==> src/rtl/cd_config_multi.sv <==
// cd_config_multi: per-channel clock-divider tick generator with a shared
// configuration bus. New divider limits are parked in a shadow register and
// only become active at the channel's counter wrap (or immediately while the
// channel is disabled), so a running tick period is never cut short.
`timescale 1ns/1ps
module cd_config_multi #(
  parameter int NUM_CH            = 2,
  parameter int WIDTH_CONFIG_ADDR = 4,
  parameter int WIDTH_LIMIT       = 16,
  parameter logic [NUM_CH*WIDTH_LIMIT-1:0] DEFAULT_LIMITS = {16'd5208, 16'd2}
) (
  input  logic                          clk,
  input  logic                          rst,
  input  logic [WIDTH_CONFIG_ADDR-1:0]  c_addr,
  input  logic [WIDTH_LIMIT-1:0]        c_data,
  input  logic                          c_valid,
  output logic [NUM_CH-1:0]             c_ready,
  output logic                          c_error,
  input  logic [NUM_CH-1:0]             ch_en,
  output logic [NUM_CH-1:0]             tick,
  output logic [NUM_CH*WIDTH_LIMIT-1:0] limit
);

  localparam logic [WIDTH_LIMIT-1:0] MIN_LIMIT = WIDTH_LIMIT'(2);
  localparam logic [WIDTH_LIMIT-1:0] ONE       = WIDTH_LIMIT'(1);

  logic [WIDTH_LIMIT-1:0] active_q [NUM_CH];
  logic [WIDTH_LIMIT-1:0] active_d [NUM_CH];
  logic [WIDTH_LIMIT-1:0] shadow_q [NUM_CH];
  logic [WIDTH_LIMIT-1:0] shadow_d [NUM_CH];
  logic [WIDTH_LIMIT-1:0] cnt_q    [NUM_CH];
  logic [WIDTH_LIMIT-1:0] cnt_d    [NUM_CH];
  logic [NUM_CH-1:0]      pending_q, pending_d;
  logic [NUM_CH-1:0]      tick_q, tick_d;
  logic [NUM_CH-1:0]      sel;
  logic [NUM_CH-1:0]      wrap;
  logic                   accept;
  logic                   error_q, error_d;

  // Address decode: address k selects channel k-1; 0 and out-of-range select nothing
  always_comb begin
    sel = '0;
    for (int i = 0; i < NUM_CH; i++) begin
      sel[i] = (c_addr == WIDTH_CONFIG_ADDR'(i + 1));
    end
  end

  // A request is taken only for a real, idle channel with a usable limit
  assign accept  = c_valid && (|(sel & ~pending_q)) && (c_data >= MIN_LIMIT);
  assign error_d = c_valid && !accept;

  // Per-channel next state: count, wrap/tick, shadow apply and request capture
  always_comb begin
    for (int i = 0; i < NUM_CH; i++) begin
      active_d[i]  = active_q[i];
      shadow_d[i]  = shadow_q[i];
      cnt_d[i]     = cnt_q[i];
      pending_d[i] = pending_q[i];
      tick_d[i]    = 1'b0;
      wrap[i]      = (cnt_q[i] == (active_q[i] - ONE));

      if (!ch_en[i]) begin
        cnt_d[i] = '0;
        if (pending_q[i]) begin
          active_d[i]  = shadow_q[i];
          pending_d[i] = 1'b0;
        end
      end else if (wrap[i]) begin
        cnt_d[i]  = '0;
        tick_d[i] = 1'b1;
        if (pending_q[i]) begin
          active_d[i]  = shadow_q[i];
          pending_d[i] = 1'b0;
        end
      end else begin
        cnt_d[i] = cnt_q[i] + ONE;
      end

      // Accept only happens when pending_q is clear, so it never collides with an apply
      if (accept && sel[i]) begin
        shadow_d[i]  = c_data;
        pending_d[i] = 1'b1;
      end
    end
  end

  // State registers; reset restores the default limits and drops any pending update
  always_ff @(posedge clk or posedge rst) begin
    if (rst) begin
      for (int i = 0; i < NUM_CH; i++) begin
        active_q[i] <= DEFAULT_LIMITS[i*WIDTH_LIMIT +: WIDTH_LIMIT];
        shadow_q[i] <= DEFAULT_LIMITS[i*WIDTH_LIMIT +: WIDTH_LIMIT];
        cnt_q[i]    <= '0;
      end
      pending_q <= '0;
      tick_q    <= '0;
      error_q   <= 1'b0;
    end else begin
      for (int i = 0; i < NUM_CH; i++) begin
        active_q[i] <= active_d[i];
        shadow_q[i] <= shadow_d[i];
        cnt_q[i]    <= cnt_d[i];
      end
      pending_q <= pending_d;
      tick_q    <= tick_d;
      error_q   <= error_d;
    end
  end

  // Pack the active limits for the downstream cores, channel 0 in the LSBs
  always_comb begin
    limit = '0;
    for (int i = 0; i < NUM_CH; i++) begin
      limit[i*WIDTH_LIMIT +: WIDTH_LIMIT] = active_q[i];
    end
  end

  assign c_ready = ~pending_q;
  assign c_error = error_q;
  assign tick    = tick_q;

endmodule

==> config.mk <==
export PLATFORM = sky130hd
export DESIGN_NAME = cd_config_multi
export DESIGN_NICKNAME = d
export VERILOG_FILES = /design/src/rtl/cd_config_multi.sv
export SDC_FILE = /design/constraint.sdc
export NUM_CORES = 1
export LEC_CHECK = 0
export BUFFER_PORTS_ARGS = -buffer_cell sky130_fd_sc_hd__buf_2
export CORE_MARGIN = 3
export CORE_UTILIZATION = 53
export DETAILED_ROUTE_END_ITERATION = 6
export PLACE_DENSITY_LB_ADDON = 0.2
export SLEW_MARGIN = 0
export SYNTH_ARGS = -nofsm -noshare
export SYNTH_HDL_FRONTEND = slang
export SYNTH_SLANG_ARGS = --single-unit
==> constraint.sdc <==
create_clock -name clk -period 2.9 [get_ports clk]
set_clock_uncertainty 0.1 [all_clocks]
set_input_delay 0.29 -clock clk [delete_from_list [all_inputs] [get_ports clk]]
set_output_delay 0.29 -clock clk [all_outputs]
set_load 0.02 [all_outputs]
==> results of run 1 <==
## flip-flops by register name (all words and copies together) (netlist names)
register   flops
pending_q      2
c_error        1
tick           2
limit         32
cnt_q         32
shadow_q      32
## cell families after synthesis
family          Yosys count  share of synthesized area (%)
mux                      49                           10.1
compound gates           69                           9.95
buf+inv                  37                           3.03
fa+ha+maj                 5                           1.10
xor+xnor                 75                           12.1
simple gates            184                           17.0
flops                   101                           46.7
## stage by stage
stage               std cells  power (W)
CTS                       733    0.00348
floorplan                 520    0.00227
finish                    743    0.00353
detailed placement        713    0.00249
global placement          713    0.00246
global route              743    0.00371
## layer usage
metal | part of all wire (%) | wire [um]
met3 | 4.7 | 588
met4 | 1.2 | 150
met5 | 0 | 0
met2 | 46 | 5710
met1 | 49 | 6080
## report_power, final
group / internal, W / switching, W
combinational: 0.000434 / 0.000461
clock: 0.000438 / 0.000524
sequential: 0.00156 / 0.000111
total: 0.00243 / 0.00110
## placed cells by master (no fill, tap or decap), types with 6 or more instances in the layout
cell      Yosys  routed
xor2_1       29      29
clkbuf_8      0      10
nand4_1       7       7
nor2_4        0       9
buf_2         5      62
nor2_1       49      35
dfstp_2      12      12
nand2_1      48      48
buf_4         1      30
nand3_1      26      24
and3_1        9       9
o211ai_1     33      33
xnor2_1      46      46
dfrtp_1      89      86
mux2_2       49      49
inv_1         9       6
nor3_1        9       8
nor4_1        7       6
## path summary, 6_finish.rpt
check	cells past startpoint	slack [ns]	startpoint	end
worst max-delay path	11	-0.02	limit[17]	limit[18]
worst min-delay path	2	0.04	c_valid	c_error
worst max register to register	11	-0.02	limit[17]	limit[18]
worst min register to register	1	0.42	shadow_q[27]	shadow_q[27]
max in group asynchronous	4	1.43	rst	shadow_q[12]
min in group asynchronous	3	0.45	rst	limit[2]
## critical path, stage by stage (launching register included)
cell	delay (ns)
dfrtp_2	0.46
inv_2	0.08
ha_4	0.15
nor3b_4	0.32
buf_4	0.19
xnor2_1	0.12
a31oi_1	0.10
o32a_1	0.19
o21a_1	0.25
o32ai_4	0.32
buf_12	0.19
mux2_2	0.34
## cell type report
type                    instances  area share [%]
inverters                      10           0.626
clock inverters                 6            1.14
clock buffers                  10            2.09
flip-flops and latches        101            38.6
well taps                     133            2.52
multi-input cells             382            44.8
repair buffers                101            10.2
## what timing repair did
item / 4_1_cts / 5_1_grt
gates cloned: 0 / 2
setup buffers: 3 / 8
endpoints found under the hold margin: 24 / 0
pin swaps: 2 / 37
endpoints found under the setup margin: 33 / 65
hold buffers: 1 / 0
gates resized for setup: 2 / 50
==> impl_metrics.yaml, run 1 <==
floorplan:
  dieHeight_um: 107
  initial_core_util_pct: 55.2
  die_w_um: 107
  num_io_pins: 62
  num_rows: 36
  die_area_um2: 11500
  coreArea_um2: 9860
grt:
  met3_usage_pct: 3.42
  met1_usage_pct: 32.1
  grt_use_met2_pct: 33.8
  grt_pass1_wl_um: 20500
  grt_start_max_net_pins: 74
  grt_usage_pct: 22.1
  antenna_found_initial: 0
  grt_pass1_vias: 4239
  grt.busiest_layer: "met2"
  overflow: 0
sta:
  finalSetupTns_ns: -0.0896
  fmaxAchievable_mhz: 343
  slew_viol_final: 0
  hold-worst-slack_ns: 0.0364
  max_slew.worst_pin.slew_ns: 0.674
  maxSlewHeadroom_pct: 55.0
  final.period_utilization_pct: 101
  hold_viol_final: 0
  post-route-min-period_ns: 2.92
  setup-violations-final: 9
  fin_ws_ns: -0.0188
  rsz0062_at_grt: "yes"
pwr:
  powerDensity_nw_per_um2: 535
  p_leak_nw: 2.82
  peakVddDrop_mv: 0.285
synth:
  synth_cells: 520
  synth-edff-count: 0
  syn_nets: 549
  synth_top_area_share_pct: 40.9
  ys_seq_elements: 101
  synthArstFlopShare_pct: 100
  synthTopCellsByArea: "dfrtp_1 (41%), mux2_2 (10%), xnor2_1 (7.4%), dfstp_2 (5.8%), xor2_1 (4.7%)"
  ys_warn_count: 0
  synthTopCellsByCount: "dfrtp_1 (89), mux2_2 (49), nor2_1 (49)"
  ys_types: 59
  syn_area_per_cell_um2: 10.5
  yosys.area.top_type: "dfrtp_1"
  synth-seq-area-share_pct: 46.7
  synth_flop_cell: "dfrtp_1"
  synth_most_common_cell: "dfrtp_1"
  netlist_area_um2: 5440
setup_path:
  path_class: "reg -> reg"
  cp.required_ns: 3.06
  start_kind: "flop"
  path_max_fanout: 16
  crit_path_end_kind: "flop"
  cp.arrival_ns: 3.08
detailed_routing:
  ant_nets: 0
  drt-pass1-iter-count: 4
  vias: 4282
  wl_per_cell_um: 16.9
  vias_per_cell: 5.76
  drc_errors: 0
  wirelength_um: 12500
  drtIter0Drc: 191
flow_run:
  cap_violations: 0
finish:
  n_fill_cell: 757
  design_area_um2: 6590
  diodes: 0
  ff_latch_area_um2: 2550
  syn_to_final_growth_pct: 21.1
  drive_above_1_share_pct: 36.9
  multi_input_area_um2: 2950
  fin_util_pct: 66.8
  nNetsFinal: 634
clock_tree:
  cts_max_path_buffers: 2
  cts_buffers: 9
  cts_sinks: 101
  clk_latency_ns: 0.37
  cts_tree: "yes"
  htreeDepth: 3
  root_buffer: "clkbuf_8"
  clk_pin_slew_ns: 0.10
outcome:
  violations: "negative setup slack"
  status: "finished, violations left"
min_path:
  hp-class: "in -> reg"
place:
  pre_cts_ws_ns: -0.0911
  finalWeightedCongestion: 0.829
  place_hpwl_um: 8780
  dpl_cell_area_um2: 6060
  port_buffers: 61
Note: power is estimated with default switching activity, not from simulation.
==> inputs of run 2 (changes only) <==
- PLACE_DENSITY: default -> 0.74
- PLACE_DENSITY_LB_ADDON: 0.2 -> default
==> impl_metrics.yaml, run 2 (synthesis gave the netlist of run 1 again) <==
outcome:
  status: "finished, violations left"
  violations: "negative setup slack"
finish:
  final_cells: 742
  n_fill_cell: 756
  ff_latch_area_um2: 2550
  multi_input_area_um2: 2900
  fin_util_pct: 66.1
  drive_above_1_share_pct: 35.3
  diodes: 0
  layout_common_cells: "dfrtp_1 (86), buf_2 (61), nand2_1 (48)"
  final_common_cell: "dfrtp_1"
  syn_to_final_growth_pct: 19.8
  nNetsFinal: 633
setup_path:
  r2r_cells: 11
  cp.required_ns: 3.08
  path_max_fanout: 16
  crit_path_end_kind: "flop"
  start_kind: "flop"
  cp.arrival_ns: 3.11
  path_class: "reg -> reg"
detailed_routing:
  drt-pass1-iter-count: 4
  wl_per_cell_um: 17.2
  wirelength_um: 12800
  vias: 4272
  drc_errors: 0
  vias_per_cell: 5.76
  ant_nets: 0
  drtIter0Drc: 214
place:
  port_buffers: 61
  place_hpwl_um: 8890
  pre_cts_ws_ns: -0.0289
  finalWeightedCongestion: 0.859
  dp.cells: 715
clock_tree:
  htreeDepth: 3
  cts_buffers: 9
  clk_latency_ns: 0.38
  clk_pin_slew_ns: 0.11
  cts_sinks: 101
  cts_max_path_buffers: 2
  cts_tree: "yes"
  root_buffer: "clkbuf_8"
min_path:
  hold_path_depth: 2
  hp-class: "in -> reg"
sta:
  max_slew.worst_pin.slew_ns: 0.530
  setup-violations-final: 12
  final.period_utilization_pct: 101
  fin_ws_ns: -0.0348
  rsz0062_at_grt: "yes"
  post-route-min-period_ns: 2.93
  hold_viol_final: 0
  maxSlewHeadroom_pct: 64.3
  fmaxAchievable_mhz: 341
  slew_viol_final: 0
pwr:
  p_leak_nw: 2.80
  powerDensity_nw_per_um2: 527
  peakVddDrop_mv: 0.324
floorplan:
  die_area_um2: 11500
  num_rows: 36
  num_io_pins: 62
  dieHeight_um: 107
  coreArea_um2: 9860
  die_w_um: 107
  initial_core_util_pct: 55.2
grt:
  overflow: 0
  grt_pass1_vias: 4175
  grt_pass1_wl_um: 20600
  grt_start_max_net_pins: 102
  grt_usage_pct: 22.4
  antenna_found_initial: 0
flow_run:
  cap_violations: 0
-- run 2: cell types whose count changed in the layout (fill, tap and decap cells not counted), sizes merged --
cell	previous run	this run
buf	100	99
bufinv	1	0
clkinv	1	2
-- run 2: final timing paths --
path	start	end	slack, ns
worst max-delay path	limit[17]	limit[18]	-0.03
worst min-delay path	c_valid	c_error	0.02
worst max register to register	limit[17]	limit[18]	-0.03
worst min register to register	shadow_q[17]	limit[1]	0.41
max in group asynchronous	rst	limit[17]	1.79
min in group asynchronous	rst	shadow_q[20]	0.48
-- run 2: through the flow --
stage,cell area [um2],total power [W],hold WS [ns],setup TNS (ns)
6_report,6520,0.00344,0.0223,-0.270
5_1_grt,6520,0.00361,0.0262,-3.08
4_1_cts,6320,0.00341,0.0102,-0.0753
3_5_place_dp,6080,0.00250,0.389,-0.197
3_3_place_gp,6080,0.00246,0.379,0
2_1_floorplan,5480,0.00227,0.319,0
-- run 2: where the power goes --
part           internal, W  leakage (nW)  switching, W
clock             0.000350        0.0943      0.000540
sequential         0.00156          1.25      0.000110
combinational     0.000428          1.46      0.000452
total              0.00234          2.80       0.00110
-- run 2: cell type report --
type,instances,share of cell area [%]
Timing Repair Buffer,100,10.3
Inverter,10,0.633
Clock buffer,10,2.11
Multi-Input combinational cell,382,44.5
Clock inverter,6,0.787
Sequential cell,101,39.0
Tap cell,133,2.55
-- run 2: timing repair --
action / CTS / global route
endpoints found under the setup margin: 25 / 49
gates cloned: 0 / 1
gates resized for setup: 3 / 42
pin swaps: 2 / 18
hold buffers: 1 / 0
setup buffers: 4 / 5
endpoints found under the hold margin: 89 / 0
-- run 2: layer usage --
layer  vias to the layer above  track usage [%]  wire (um)
li1                       2004                -          -
met4                         0             6.58        154
met3                        11             3.78        565
met2                       106             34.7       6000
met1                      2151             32.7       6030
met5                         -                0          0
-- run 2: worst max-delay path, stage by stage, from the launching register on --
cell and delay, ns:
dfrtp_2 0.43, inv_2 0.06, ha_4 0.17, nor3b_4 0.17, buf_4 0.15, o211a_1 0.22
o221ai_1 0.19, a32oi_1 0.08, a2111o_1 0.45, o32ai_4 0.27, buf_12 0.20, mux2_2 0.34
==> inputs of run 3 (changes only) <==
- SKIP_CTS_REPAIR_TIMING: default -> 1
==> impl_metrics.yaml, run 3 (synthesis gave the netlist of run 1 again) <==
detailed_routing:
  drt-pass1-iter-count: 4
  vias_per_cell: 5.72
  wl_per_cell_um: 16.8
  drc_errors: 0
  drtIter0Drc: 201
  vias: 4251
  wirelength_um: 12500
  ant_nets: 0
sta:
  setup-violations-final: 13
  final.period_utilization_pct: 102
  rsz0062_at_grt: "yes"
  fmaxAchievable_mhz: 339
  slew_viol_final: 0
  maxSlewHeadroom_pct: 62.9
  fin_ws_ns: -0.0526
  max_slew.worst_pin.slew_ns: 0.556
  post-route-min-period_ns: 2.95
  hold_viol_final: 0
finish:
  fin_util_pct: 65.2
  syn_to_final_growth_pct: 18.2
  final_cells: 743
  nNetsFinal: 634
  multi_input_area_um2: 2820
  ff_latch_area_um2: 2550
  n_fill_cell: 776
  drive_above_1_share_pct: 33.8
  layout_common_cells: "dfrtp_1 (86), buf_2 (61), nand2_1 (48), mux2_2 (48), xnor2_1 (46)"
  diodes: 0
  final_common_cell: "dfrtp_1"
grt:
  grt_start_max_net_pins: 102
  grt_usage_pct: 22.3
  grt_pass1_wl_um: 20500
  overflow: 0
  antenna_found_initial: 0
  grt_pass1_vias: 4165
setup_path:
  crit_path_end_kind: "flop"
  path_class: "reg -> reg"
  path_max_fanout: 16
  start_kind: "flop"
  cp.required_ns: 3.07
  cp.arrival_ns: 3.12
clock_tree:
  cts_max_path_buffers: 2
  cts_sinks: 101
  root_buffer: "clkbuf_8"
  clk_pin_slew_ns: 0.11
  cts_tree: "yes"
  cts_buffers: 9
  htreeDepth: 3
  clk_latency_ns: 0.38
floorplan:
  num_rows: 36
  dieHeight_um: 107
  coreArea_um2: 9860
  num_io_pins: 62
  die_w_um: 107
  initial_core_util_pct: 55.2
  die_area_um2: 11500
place:
  dp.cells: 715
  place_hpwl_um: 8890
  finalWeightedCongestion: 0.859
  port_buffers: 61
min_path:
  hp-class: "in -> reg"
outcome:
  status: "finished, violations left"
  violations: "negative setup slack"
pwr:
  peakVddDrop_mv: 0.323
  p_leak_nw: 2.80
  powerDensity_nw_per_um2: 534
flow_run:
  cap_violations: 0
run 3: report_power, final:
| group | internal [W] | leakage [nW] | switching, W |
|---|---|---|---|
| registers | 0.00156 | 1.25 | 0.000110 |
| logic | 0.000439 | 1.46 | 0.000447 |
| clock network | 0.000350 | 0.0943 | 0.000534 |
| total | 0.00235 | 2.80 | 0.00109 |
run 3: layout make-up:
cell class | count | area share [%]
well taps | 133 | 2.59
flip-flops and latches | 101 | 39.6
inverters | 10 | 0.642
multi-input cells | 382 | 43.8
repair buffers | 101 | 10.4
clock inverters | 6 | 0.798
clock buffers | 10 | 2.14
run 3: path summary, 6_finish.rpt:
kind | start | to | slack [ns] | cells past startpoint
min in group asynchronous | rst | cnt_q[18] | 0.46 | 4
max | limit[17] | limit[17] | -0.05 | 11
min reg2reg | shadow_q[17] | limit[1] | 0.41 | 2
min | c_valid | c_error | 0.03 | 2
max in group asynchronous | rst | limit[16] | 1.77 | 4
max reg2reg | limit[17] | limit[17] | -0.05 | 11
run 3: worst max-delay path, stage by stage (launching register included):
cell	delay, ns
dfrtp_2	0.46
inv_2	0.08
ha_4	0.16
nor3b_4	0.28
buf_4	0.18
nor4b_1	0.22
a31oi_1	0.07
o32a_1	0.20
o21a_2	0.25
o32ai_4	0.31
buf_12	0.19
mux2_2	0.34
run 3: layer usage:
layer  track usage [%]  wire, um  vias to the layer above
met3              4.08       688                       11
met4              6.76       158                        0
li1                  -         -                     2005
met5                 0         0                        -
met2              34.4      5760                      122
met1              32.3      5910                     2113
run 3: per-stage QoR:
step	setup WS (ns)	power (W)	TNS (ns)	hold WS (ns)	area, um2
6_report	-0.0526	0.00344	-0.401	0.0278	6430
5_1_grt	-0.151	0.00362	-2.86	0.0262	6430
4_1_cts	-0.0606	0.00338	-0.637	-0.0232	6270
3_5_place_dp	-0.0289	0.00250	-0.197	0.389	6080
3_3_place_gp	0.0418	0.00246	0	0.379	6080
2_1_floorplan	0.00559	0.00227	0	0.319	5480
